[src/rtl/hwag_tooth_sync.sv]
// rtl/hwag_tooth_sync.sv - HWAG tooth sequencer: period capture, gap detection, search/verify/sync FSM
// The edge input is named edge_pulse because 'edge' is a reserved SystemVerilog keyword.
module hwag_tooth_sync #(
  parameter int PCNT_WIDTH = 24,
  parameter int TCNT_WIDTH = 8
) (
  input  logic                  clk,
  input  logic                  rst,
  input  logic                  start,
  input  logic                  edge_pulse,
  input  logic [TCNT_WIDTH-1:0] tooth_num,
  output logic                  cap_run_ena,
  output logic                  sync,
  output logic [TCNT_WIDTH-1:0] tcnt,
  output logic [PCNT_WIDTH-1:0] pcnt_last,
  output logic                  gap_det,
  output logic                  sync_err,
  output logic [2:0]            state
);

  typedef enum logic [2:0] {
    S_IDLE   = 3'd0,
    S_FIRST  = 3'd1,
    S_MEAS   = 3'd2,
    S_SEARCH = 3'd3,
    S_VERIFY = 3'd4,
    S_SYNC   = 3'd5
  } state_t;

  localparam logic [PCNT_WIDTH-1:0] PCNT_MAX = '1;

  state_t                  state_q, state_d;
  logic [PCNT_WIDTH-1:0]   pcnt, pcnt_d, pcnt_last_d;
  logic [TCNT_WIDTH-1:0]   tcnt_d, tn_last;
  logic                    sync_d, gap_det_d, sync_err_d, cap_run_ena_d;
  logic                    is_gap, timeout, tracking;

  assign tn_last  = tooth_num - TCNT_WIDTH'(1);
  // Doubling pcnt_last needs one extra bit so large periods cannot wrap.
  assign is_gap   = {1'b0, pcnt} > {pcnt_last, 1'b0};
  assign tracking = (state_q == S_MEAS) || (state_q == S_SEARCH) ||
                    (state_q == S_VERIFY) || (state_q == S_SYNC);
  assign timeout  = tracking && (pcnt == PCNT_MAX);

  always_comb begin
    state_d     = state_q;
    pcnt_d      = (pcnt == PCNT_MAX) ? pcnt : pcnt + PCNT_WIDTH'(1);
    pcnt_last_d = pcnt_last;
    tcnt_d      = tcnt;
    sync_d      = sync;
    gap_det_d   = 1'b0;
    sync_err_d  = 1'b0;

    if (!start) begin
      state_d = S_IDLE;
      pcnt_d  = '0;
      tcnt_d  = '0;
      sync_d  = 1'b0;
    end else if (state_q == S_IDLE) begin
      pcnt_d  = '0;
      state_d = S_FIRST;
    end else if (timeout) begin
      // A coincident edge is dropped; the wheel has stalled or lost its signal.
      sync_err_d = 1'b1;
      sync_d     = 1'b0;
      tcnt_d     = '0;
      state_d    = S_FIRST;
    end else if (edge_pulse) begin
      pcnt_last_d = pcnt;
      pcnt_d      = PCNT_WIDTH'(1);
      unique case (state_q)
        S_FIRST: state_d = S_MEAS;
        S_MEAS:  state_d = S_SEARCH;
        S_SEARCH: begin
          tcnt_d = '0;
          if (is_gap) begin
            gap_det_d = 1'b1;
            state_d   = S_VERIFY;
          end
        end
        S_VERIFY, S_SYNC: begin
          if (is_gap) begin
            gap_det_d = 1'b1;
            tcnt_d    = '0;
            if (tcnt == tn_last) begin
              sync_d  = 1'b1;
              state_d = S_SYNC;
            end else begin
              // In VERIFY a misplaced gap simply becomes the new reference.
              sync_err_d = 1'b1;
              sync_d     = 1'b0;
              state_d    = (state_q == S_SYNC) ? S_SEARCH : S_VERIFY;
            end
          end else if (tcnt >= tn_last) begin
            sync_err_d = 1'b1;
            sync_d     = 1'b0;
            tcnt_d     = '0;
            state_d    = S_SEARCH;
          end else begin
            tcnt_d = tcnt + TCNT_WIDTH'(1);
          end
        end
        default: state_d = S_IDLE;
      endcase
    end
  end

  assign cap_run_ena_d = (state_d != S_IDLE);

  always_ff @(posedge clk or posedge rst) begin
    if (rst) begin
      state_q     <= S_IDLE;
      pcnt        <= '0;
      pcnt_last   <= '0;
      tcnt        <= '0;
      sync        <= 1'b0;
      gap_det     <= 1'b0;
      sync_err    <= 1'b0;
      cap_run_ena <= 1'b0;
    end else begin
      state_q     <= state_d;
      pcnt        <= pcnt_d;
      pcnt_last   <= pcnt_last_d;
      tcnt        <= tcnt_d;
      sync        <= sync_d;
      gap_det     <= gap_det_d;
      sync_err    <= sync_err_d;
      cap_run_ena <= cap_run_ena_d;
    end
  end

  assign state = state_q;

endmodule

[config.mk]
export PLATFORM = sky130hd
export DESIGN_NAME = hwag_tooth_sync
export DESIGN_NICKNAME = d
export VERILOG_FILES = /design/src/rtl/hwag_tooth_sync.sv
export SDC_FILE = /design/constraint.sdc
export NUM_CORES = 1
export LEC_CHECK = 0
export ABC_AREA = 1
export BUFFER_PORTS_ARGS = -buffer_cell sky130_fd_sc_hd__buf_2
export CELL_PAD_IN_SITES_DETAIL_PLACEMENT = 0
export CELL_PAD_IN_SITES_GLOBAL_PLACEMENT = 1
export CORE_MARGIN = 2
export CORE_UTILIZATION = 40
export DETAILED_ROUTE_END_ITERATION = 7
export PLACE_DENSITY_LB_ADDON = 0.05
export SLEW_MARGIN = 40
export SYNTH_ARGS = -nofsm -noshare
export SYNTH_HDL_FRONTEND = slang
export SYNTH_SLANG_ARGS = --single-unit
[constraint.sdc]
create_clock -name clk -period 3 [get_ports clk]
set_clock_uncertainty 0.2 [all_clocks]
set_input_delay 0.15 -clock clk [delete_from_list [all_inputs] [get_ports clk]]
set_output_delay 0.15 -clock clk [all_outputs]
set_load 0.005 [all_outputs]
==> results of run 1 <==
-- worst reg2reg max path: cells and delay by family (launching register included) --
family / cells / cell delay (ns)
AOI/OAI and AO/OA: 1 / 0.15
adders and majority gates: 1 / 0.30
buffers and inverters: 1 / 0.56
DFF: 1 / 0.45
and+or+nand+nor: 11 / 1.10
-- timing repair --
action / 4_1_cts / 5_1_grt
endpoints found under the setup margin: 0 / 1
hold buffers: 4 / 0
hold endpoints to repair: 39 / 0
resized for setup: 0 / 14
-- synth_stat cells, types with 4 or more instances --
library cell	n
a21oi_1	32
buf_2	5
dfrtp_1	63
ha_1	34
inv_1	88
nand2_1	119
nand2_2	4
nand3_1	18
nand4_1	8
nor2_1	57
nor3_1	18
o21ai_0	24
o21ai_1	9
xnor2_1	5
xor2_1	17
-- placed cells by master (no fill, tap or decap), drive strengths merged, types with 17 or more instances in the layout --
master  synthesis  final
a21oi          32     32
buf             8     56
dfrtp          63     63
ha             34     34
inv            89     88
nand2         126    126
nand3          23     23
nor2           60     60
nor3           21     21
o21ai          33     33
xor2           17     17
-- through the flow --
| step | util [%] | setup WS (ns) |
|---|---|---|
| floorplan | - | 0.551 |
| global placement | 45.1 | 0.212 |
| detailed placement | 45.1 | 0.128 |
| CTS | 47.5 | 0.0691 |
| global route | 48.0 | 0.00909 |
| finish | 48.0 | 0.183 |
-- path summary, 6_finish.rpt --
check,slack (ns),from,endpoint,cells past startpoint
hold reg to reg,0.30,sync,sync,1
hold / removal,0.22,rst,cap_run_ena,3
setup reg to reg,0.18,pcnt[16],sync_err,14
max in group asynchronous,1.81,rst,pcnt_last[4],4
setup / recovery,0.18,pcnt[16],sync_err,14
min in group clk,0.30,sync,sync,1
-- layer usage --
metal / part of all wire [%] / routed length, µm / vias to the layer above
met5: 0 / 0 / -
met2: 49 / 4900 / 64
met3: 3.3 / 328 / 18
met4: 1.9 / 187 / 0
li1: - / - / 1873
met1: 45 / 4510 / 1653
-- cell families (layout without fill, tap and decap cells) --
| kind of cell | Yosys count | count (layout) | share of synthesized area [%] |
|---|---|---|---|
| AND/OR/NAND/NOR | 247 | 247 | 27.8 |
| AO/OA/AOI/OAI | 78 | 78 | 10.4 |
| XOR/XNOR | 22 | 22 | 4.59 |
| buffers and inverters | 98 | 166 | 9.48 |
| adder cells (fa/ha/maj) | 34 | 34 | 10.1 |
| flip-flops | 63 | 63 | 37.5 |
-- flip-flops by register name, indices dropped and copies added (netlist names) --
name and flops:
pcnt 24, pcnt_last 24, tcnt 8, state 3
cap_run_ena 1, gap_det 1, sync 1, sync_err 1
-- area by class of cell --
| cell class | instances | share of cell area, % |
|---|---|---|
| Clock buffer | 13 | 3.42 |
| Clock inverter | 3 | 0.811 |
| Inverter | 90 | 6.90 |
| Multi-Input combinational cell | 381 | 46.1 |
| Sequential cell | 63 | 32.0 |
| Tap cell | 136 | 3.45 |
| Timing Repair Buffer | 60 | 7.30 |
-- where the power goes --
group | switching, mW | internal, mW | total, mW
combinational | 0.264 | 0.157 | 0.420
sequential | 0.0404 | 0.908 | 0.949
clock | 0.334 | 0.450 | 0.784
total | 0.638 | 1.51 | 2.15
==> results_dict.tcl, run 1 <==
set metrics [dict create \
    status "complete, no violations" \
    cts_tree "yes" \
    max_freq_ghz 0.355 \
    worst_slew_pin_slew_ns 0.644 \
    cts_buffers 9 \
    ant_nets 0 \
    ctsLongestPathBuffers 2 \
    fin_hold_ws_ns 0.217 \
    fillers 1087 \
    yosysWarnings 0 \
    die_w_um 106 \
    wl_per_cell_um 13.3 \
    finalHoldViolations 0 \
    top_usage_layer "met2" \
    cts_setup_buffers 0 \
    slew_headroom_pct 57.0 \
    rsz0062_at_grt "no" \
    drt_wl_total_um 9930 \
    holdCritPathClass "in2async" \
    num_antenna_cells 0 \
    grtUsageMet2_pct 31.8 \
    critPathCaptureType "flop" \
    total_power_mw 2.15 \
    dp.cells 726 \
    power.density_mw_per_mm2 436 \
    ys_ff_latch 63 \
    met3_usage_pct 3.00 \
    place_area_mm2 0.00463 \
    crit_chain "ha_1, nand2_1, nor2_1, nand2_1, nor2_2, nand2_1, nand3_2, nand2_4, nand2_1, nand2_1, nor2_2, nand2_1, a21oi_1, dlygate4sd3_1" \
    seqCellArea_mm2 0.00158 \
    rows 37 \
    cpMostUsedCell "nand2_1" \
    maxSlewViolCount 0 \
    arrival_ns 2.90 \
    crit_required_ns 3.08 \
    min_period_ns 2.82 \
    grt_usage_pct 18.9 \
    cts_sinks 63 \
    yosysTopAreaCell "dfrtp_1" \
    grt_pass1_vias 3586 \
    synth_area_per_cell_um2 7.75 \
    gr-total-overflow 0 \
    syn_nets 588 \
    critPathKind "reg2reg" \
    worst_setup_path_start_kind "flop" \
    grt_first_pass_wirelength_um 17000 \
    multi_input_area_mm2 0.00228 \
    max_cap_violations 0 \
    synth_edf_count 0 \
    synth_top_area_share_pct 37.5 \
    numPortBuffers 50 \
    use_met1_pct 24.1 \
    num_vias 3608 \
    globalplace.congestion 0.848 \
    antenna_found_initial 0 \
    cp_slowest_cell "dlygate4sd3_1" \
    drt_iter0_drc 92 \
    start_util_pct 40.9 \
    yosysUniqueCellTypes 40 \
    clock_latency_ns 0.34 \
    worst-path-max-fanout 9 \
    root_buffer "clkbuf_8" \
    nets 651 \
    cpPeakStageDelay_ns 0.56 \
    hpwl_um 7740 \
    clk_pin_slew_ns 0.07 \
    fp.dieH_um 106 \
    syn_area_mm2 0.00420 \
    core_region_area_mm2 0.0103 \
    irDropWorstVdd_uv 196 \
    postLayoutCellArea_mm2 0.00493 \
    fin_setup_tns_ns 0 \
    syn_inst 542 \
    setup_violations 0 \
    drc 0 \
    area_growth_pct 17.5 \
    final_cells 746 \
    async_flop_share_pct 100 \
    drtPass1Iterations 4 \
    htreeDepth 3 \
    synth_flop_cell "dfrtp_1" \
    ios 51 \
    critPathTopFamily "simple AND/OR/NAND/NOR gates" \
    p_leak_nw 2.46 \
    yosys-top-cells-area "dfrtp_1, nand2_1, ha_1, inv_1, nor2_1" \
    drive_gt1_share_pct 18.4 \
    grt_max_degree 35 \
    crit_buf_inv 1 \
    vias_per_cell 4.84 \
    ys_seq_area_share_pct 37.5 \
    period_share_pct 93.9 \
    dieArea_mm2 0.0113 \
]
Note: power is estimated with default switching activity, not from simulation.
==> run 2: changes to the inputs <==
--- a/config.mk
+++ b/config.mk
@@ -9,7 +9,6 @@
 export BUFFER_PORTS_ARGS = -buffer_cell sky130_fd_sc_hd__buf_2
 export CELL_PAD_IN_SITES_DETAIL_PLACEMENT = 0
 export CELL_PAD_IN_SITES_GLOBAL_PLACEMENT = 1
-export CORE_MARGIN = 2
 export CORE_UTILIZATION = 40
 export DETAILED_ROUTE_END_ITERATION = 7
 export PLACE_DENSITY_LB_ADDON = 0.05
==> results_dict.tcl, run 2 (same netlist as run 1, synthesis figures left out) <==
set metrics [dict create \
    status "complete, no violations" \
    layout_common_cells "nand2_1, inv_1, dfrtp_1, nor2_1, buf_2" \
    cpMostUsedCell "nand2_1" \
    critPathTopFamily "simple AND/OR/NAND/NOR gates" \
    grt_pass1_vias 3503 \
    setup_violations 0 \
    dp.cells 727 \
    reg2reg_to "tcnt[6]" \
    rows 37 \
    top_regs "pcnt: 24 flops, pcnt_last: 24 flops, tcnt: 8 flops" \
    min_period_ns 2.62 \
    core_region_area_mm2 0.0102 \
    rsz0062_at_grt "no" \
    hpwl_um 7530 \
    root_buffer "clkbuf_8" \
    fp.dieH_um 104 \
    cts_buffers 9 \
    drc 0 \
    maxSlewViolCount 0 \
    postLayoutCellArea_mm2 0.00484 \
    arrival_ns 2.69 \
    cpPeakStageDelay_ns 0.44 \
    clock_latency_ns 0.35 \
    power.density_mw_per_mm2 421 \
    cts_tree "yes" \
    period_share_pct 87.3 \
    clk_pin_slew_ns 0.08 \
    wl_met2_um 4760 \
    crit_chain "ha_1, nand2_1, nor2_1, nand2_1, nor2_1, nand3_1, nand2_2, nand2_1, nor3_1, nand2_2, o21ai_1" \
    grt_max_degree 55 \
    crit_buf_inv 0 \
    fin_setup_tns_ns 0 \
    antenna_found_initial 0 \
    r2r-start "pcnt[16]" \
    cts_setup_buffers 0 \
    wl_met1_um 4700 \
    globalplace.congestion 0.796 \
    critPathCaptureType "flop" \
    crit_required_ns 3.07 \
    rrSetupSlack_ns 0.38 \
    drive_gt1_share_pct 16.6 \
    wl_per_cell_um 13.3 \
    cts_sinks 63 \
    p_leak_nw 2.42 \
    holdCritPathClass "in2async" \
    htreeDepth 3 \
    area_growth_pct 15.3 \
    ant_nets 0 \
    max_cap_violations 0 \
    post_cts_resized 0 \
    worst_slew_pin_slew_ns 0.429 \
    fin_hold_ws_ns 0.0555 \
    cp_slowest_cell "dfrtp_1" \
    worst_setup_path_start_kind "flop" \
    start_util_pct 41.0 \
    final_cells 746 \
    top_layer_used "met4" \
    vias_per_cell 4.87 \
    finalHoldViolations 0 \
    num_vias 3631 \
    layout_commonest_cell "nand2_1" \
    num_antenna_cells 0 \
    ctsHoldBuffers 3 \
    max_freq_ghz 0.382 \
    place_area_mm2 0.00464 \
    die_w_um 104 \
    numPortBuffers 50 \
    worst-path-max-fanout 9 \
    grt_first_pass_wirelength_um 16900 \
    ctsLongestPathBuffers 2 \
    nets 651 \
    drt_iter0_drc 112 \
    dieArea_mm2 0.0109 \
    slew_headroom_pct 71.2 \
    drt_wl_total_um 9890 \
    grt_usage_pct 19.6 \
    critPathKind "reg2reg" \
    drtPass1Iterations 4 \
    ios 51 \
    rr_worst_depth 11 \
    gr-total-overflow 0 \
    irDropWorstVdd_uv 186 \
    wl_met3_um 286 \
    total_power_mw 2.04 \
]
[run 2: cell types whose count changed in the layout (fill, tap and decap cells not counted), sizes merged]
cell	before	now
dlygate4sd3	4	3
clkinv	4	5
clkbuf	13	12
buf	56	57
bufinv	1	0
inv	88	89
[run 2: worst register-to-register path, delay by kind of cell (launching register included)]
family                     cells  cell delay (ns)
adders and majority gates      1             0.32
and+or+nand+nor                9             1.43
DFF                            1             0.44
AOI/OAI and AO/OA              1             0.16
[run 2: worst max path at each step]
stage | startpoint | cells after the start | end | slack, ns
final | pcnt[16] | 11 | tcnt[6] | 0.38
after global routing | pcnt[16] | 11 | tcnt[5] | 0.05
after CTS | pcnt[16] | 11 | tcnt[6] | 0.31
after detailed placement | tooth_num[0] | 15 | tcnt[6] | 0.11
after global placement | tooth_num[2] | 15 | tcnt[7] | 0.21
after floorplan | tooth_num[1] | 14 | tcnt[0] | 0.55
[run 2: final cells by class]
cell class / count / area, µm²
clock inverters: 4 / 20.0
fillers: 1056 / 5390
flip-flops and latches: 63 / 1580
inverters: 90 / 339
multi-input cells: 381 / 2220
clock buffers: 12 / 155
repair buffers: 60 / 358
well taps: 136 / 170
[run 2: power breakdown]
group | total (mW) | internal, mW | switching [mW]
registers | 0.948 | 0.908 | 0.0402
logic | 0.404 | 0.154 | 0.250
clock network | 0.687 | 0.340 | 0.347
total | 2.04 | 1.40 | 0.637
[run 2: stage by stage]
stage          setup WS, ns  utilization (%)
4_1_cts               0.313             47.3
5_1_grt              0.0454             47.3
6_report              0.382             47.3
2_1_floorplan         0.551                -
3_5_place_dp          0.114             45.3
3_3_place_gp          0.212             45.3
[run 2: metal layers]
layer	global-route usage (%)	vias up
met3	2.38	16
li1	-	1872
met2	33.2	65
met4	8.78	0
met5	0	-
met1	25.0	1678
==> run 3: changes to the inputs <==
--- a/config.mk
+++ b/config.mk
@@ -11,7 +11,8 @@
 export CELL_PAD_IN_SITES_GLOBAL_PLACEMENT = 1
 export CORE_UTILIZATION = 40
 export DETAILED_ROUTE_END_ITERATION = 7
-export PLACE_DENSITY_LB_ADDON = 0.05
+export GPL_TIMING_DRIVEN = 0
+export PLACE_DENSITY_LB_ADDON = 0.3
 export SLEW_MARGIN = 40
 export SYNTH_ARGS = -nofsm -noshare
 export SYNTH_HDL_FRONTEND = slang
==> results_dict.tcl, run 3 (same netlist as run 1, synthesis figures left out) <==
set metrics [dict create \
    cts_buffers 9 \
    max_freq_ghz 0.386 \
    ios 51 \
    gr-total-overflow 0 \
    rsz0062_at_grt "no" \
    pre_cts_slack_ns 0.00120 \
    seqCellArea_mm2 0.00158 \
    top_usage_layer "met2" \
    area_growth_pct 15.9 \
    drt_iter0_drc 174 \
    cts_setup_buffers 0 \
    grt_usage_pct 20.1 \
    period_share_pct 86.2 \
    worst_setup_path_start_kind "flop" \
    clock_latency_ns 0.36 \
    fillers 1061 \
    top_regs "pcnt: 24 flops, pcnt_last: 24 flops, tcnt: 8 flops" \
    drt_wl_total_um 10100 \
    place_area_mm2 0.00464 \
    cts_sinks 63 \
    status "complete, no violations" \
    use_met1_pct 26.3 \
    rows 37 \
    grt_first_pass_wirelength_um 17200 \
    critPathKind "reg2reg" \
    htreeDepth 3 \
    min_period_ns 2.59 \
    fp.dieH_um 104 \
    core_region_area_mm2 0.0102 \
    worst_slew_pin_slew_ns 0.476 \
    dieArea_mm2 0.0109 \
    cts_tree "yes" \
    maxSlewViolCount 0 \
    dp.cells 728 \
    holdCritPathClass "in2async" \
    hpwl_um 7770 \
    grtUsageMet2_pct 33.0 \
    final_cells 747 \
    nets 652 \
    arrival_ns 2.66 \
    grt_max_degree 41 \
    multi_input_area_mm2 0.00223 \
    num_vias 3666 \
    drive_gt1_share_pct 17.0 \
    numPortBuffers 49 \
    postLayoutCellArea_mm2 0.00487 \
    met3_usage_pct 3.51 \
    layout_commonest_cell "nand2_1" \
    power.density_mw_per_mm2 432 \
    setup_violations 0 \
    p_leak_nw 2.42 \
    irDropWorstVdd_uv 192 \
    ctsLongestPathBuffers 2 \
    layout_common_cells "nand2_1, inv_1, dfrtp_1, nor2_1, buf_2" \
    root_buffer "clkbuf_8" \
    fin_setup_tns_ns 0 \
    grt_pass1_vias 3630 \
    clk_pin_slew_ns 0.07 \
    antenna_found_initial 0 \
    drc 0 \
    ant_nets 0 \
    fin_ws_ns 0.413 \
    worst-path-max-fanout 9 \
    start_util_pct 41.0 \
    critPathCaptureType "flop" \
    finalHoldViolations 0 \
    vias_per_cell 4.91 \
    num_antenna_cells 0 \
    wl_per_cell_um 13.5 \
    die_w_um 104 \
    slew_headroom_pct 68.0 \
    globalplace.congestion 0.865 \
    crit_required_ns 3.08 \
    max_cap_violations 0 \
    total_power_mw 2.10 \
    drtPass1Iterations 4 \
]
==> run 3: cell types whose count changed in the layout (fill, tap and decap cells not counted), moves of 2 or more <==
cell      delta
buf_2        +4
buf_6        +3
clkbuf_8     +2
buf_4        -5
==> run 3: layout make-up <==
| cell class | instances | share of cell area [%] |
|---|---|---|
| Buffer | 8 | 1.21 |
| Inverter | 90 | 7.02 |
| Tap cell | 136 | 3.50 |
| Multi-Input combinational cell | 381 | 45.8 |
| Clock buffer | 13 | 3.68 |
| Clock inverter | 3 | 0.309 |
| Sequential cell | 63 | 32.4 |
| Timing Repair Buffer | 53 | 6.07 |
==> run 3: worst paths after layout <==
| path | start | endpoint | slack (ns) | cells past startpoint |
|---|---|---|---|---|
| max in group asynchronous | rst | pcnt_last[6] | 1.96 | 4 |
| max reg2reg | pcnt[16] | tcnt[4] | 0.41 | 11 |
| max | pcnt[16] | tcnt[4] | 0.41 | 11 |
| min reg2reg | sync | sync | 0.30 | 1 |
| min in group clk | sync | sync | 0.30 | 1 |
| min | rst | pcnt_last[22] | 0.11 | 3 |
==> run 3: per-stage QoR <==
step,utilization (%),hold slack [ns]
2_1_floorplan,-,0.0723
3_3_place_gp,45.1,0.276
3_5_place_dp,45.3,-0.0500
4_1_cts,47.5,0.114
5_1_grt,47.6,0.144
6_report,47.6,0.106
==> run 3: per-layer routing <==
layer,routed length (µm),vias to the layer above
li1,-,1865
met1,4660,1732
met2,5030,64
met3,330,5
met4,80,0
met5,0,-
==> run 3: worst max-delay path, cell delays in order (launching register included) <==
cell     delay [ns]
dfrtp_1        0.45
ha_1           0.32
nand2_1        0.07
nor2_1         0.15
nand2_1        0.11
nor2_1         0.18
nand3_1        0.19
nand2_2        0.22
nand2_1        0.10
nor3_2         0.21
nand2_2        0.16
o21ai_1        0.15
==> run 3: power by group <==
| part | leakage (nW) | switching [mW] | internal [mW] |
|---|---|---|---|
| registers | 0.857 | 0.0423 | 0.908 |
| logic | 1.46 | 0.263 | 0.160 |
| clock network | 0.105 | 0.343 | 0.386 |
| total | 2.42 | 0.649 | 1.45 |
==> run 3: timing repair <==
item                       4_1_cts  5_1_grt
hold endpoints to repair        69        0
hold buffers                     3        0
resized for setup                0        1
setup endpoints to repair        0        1
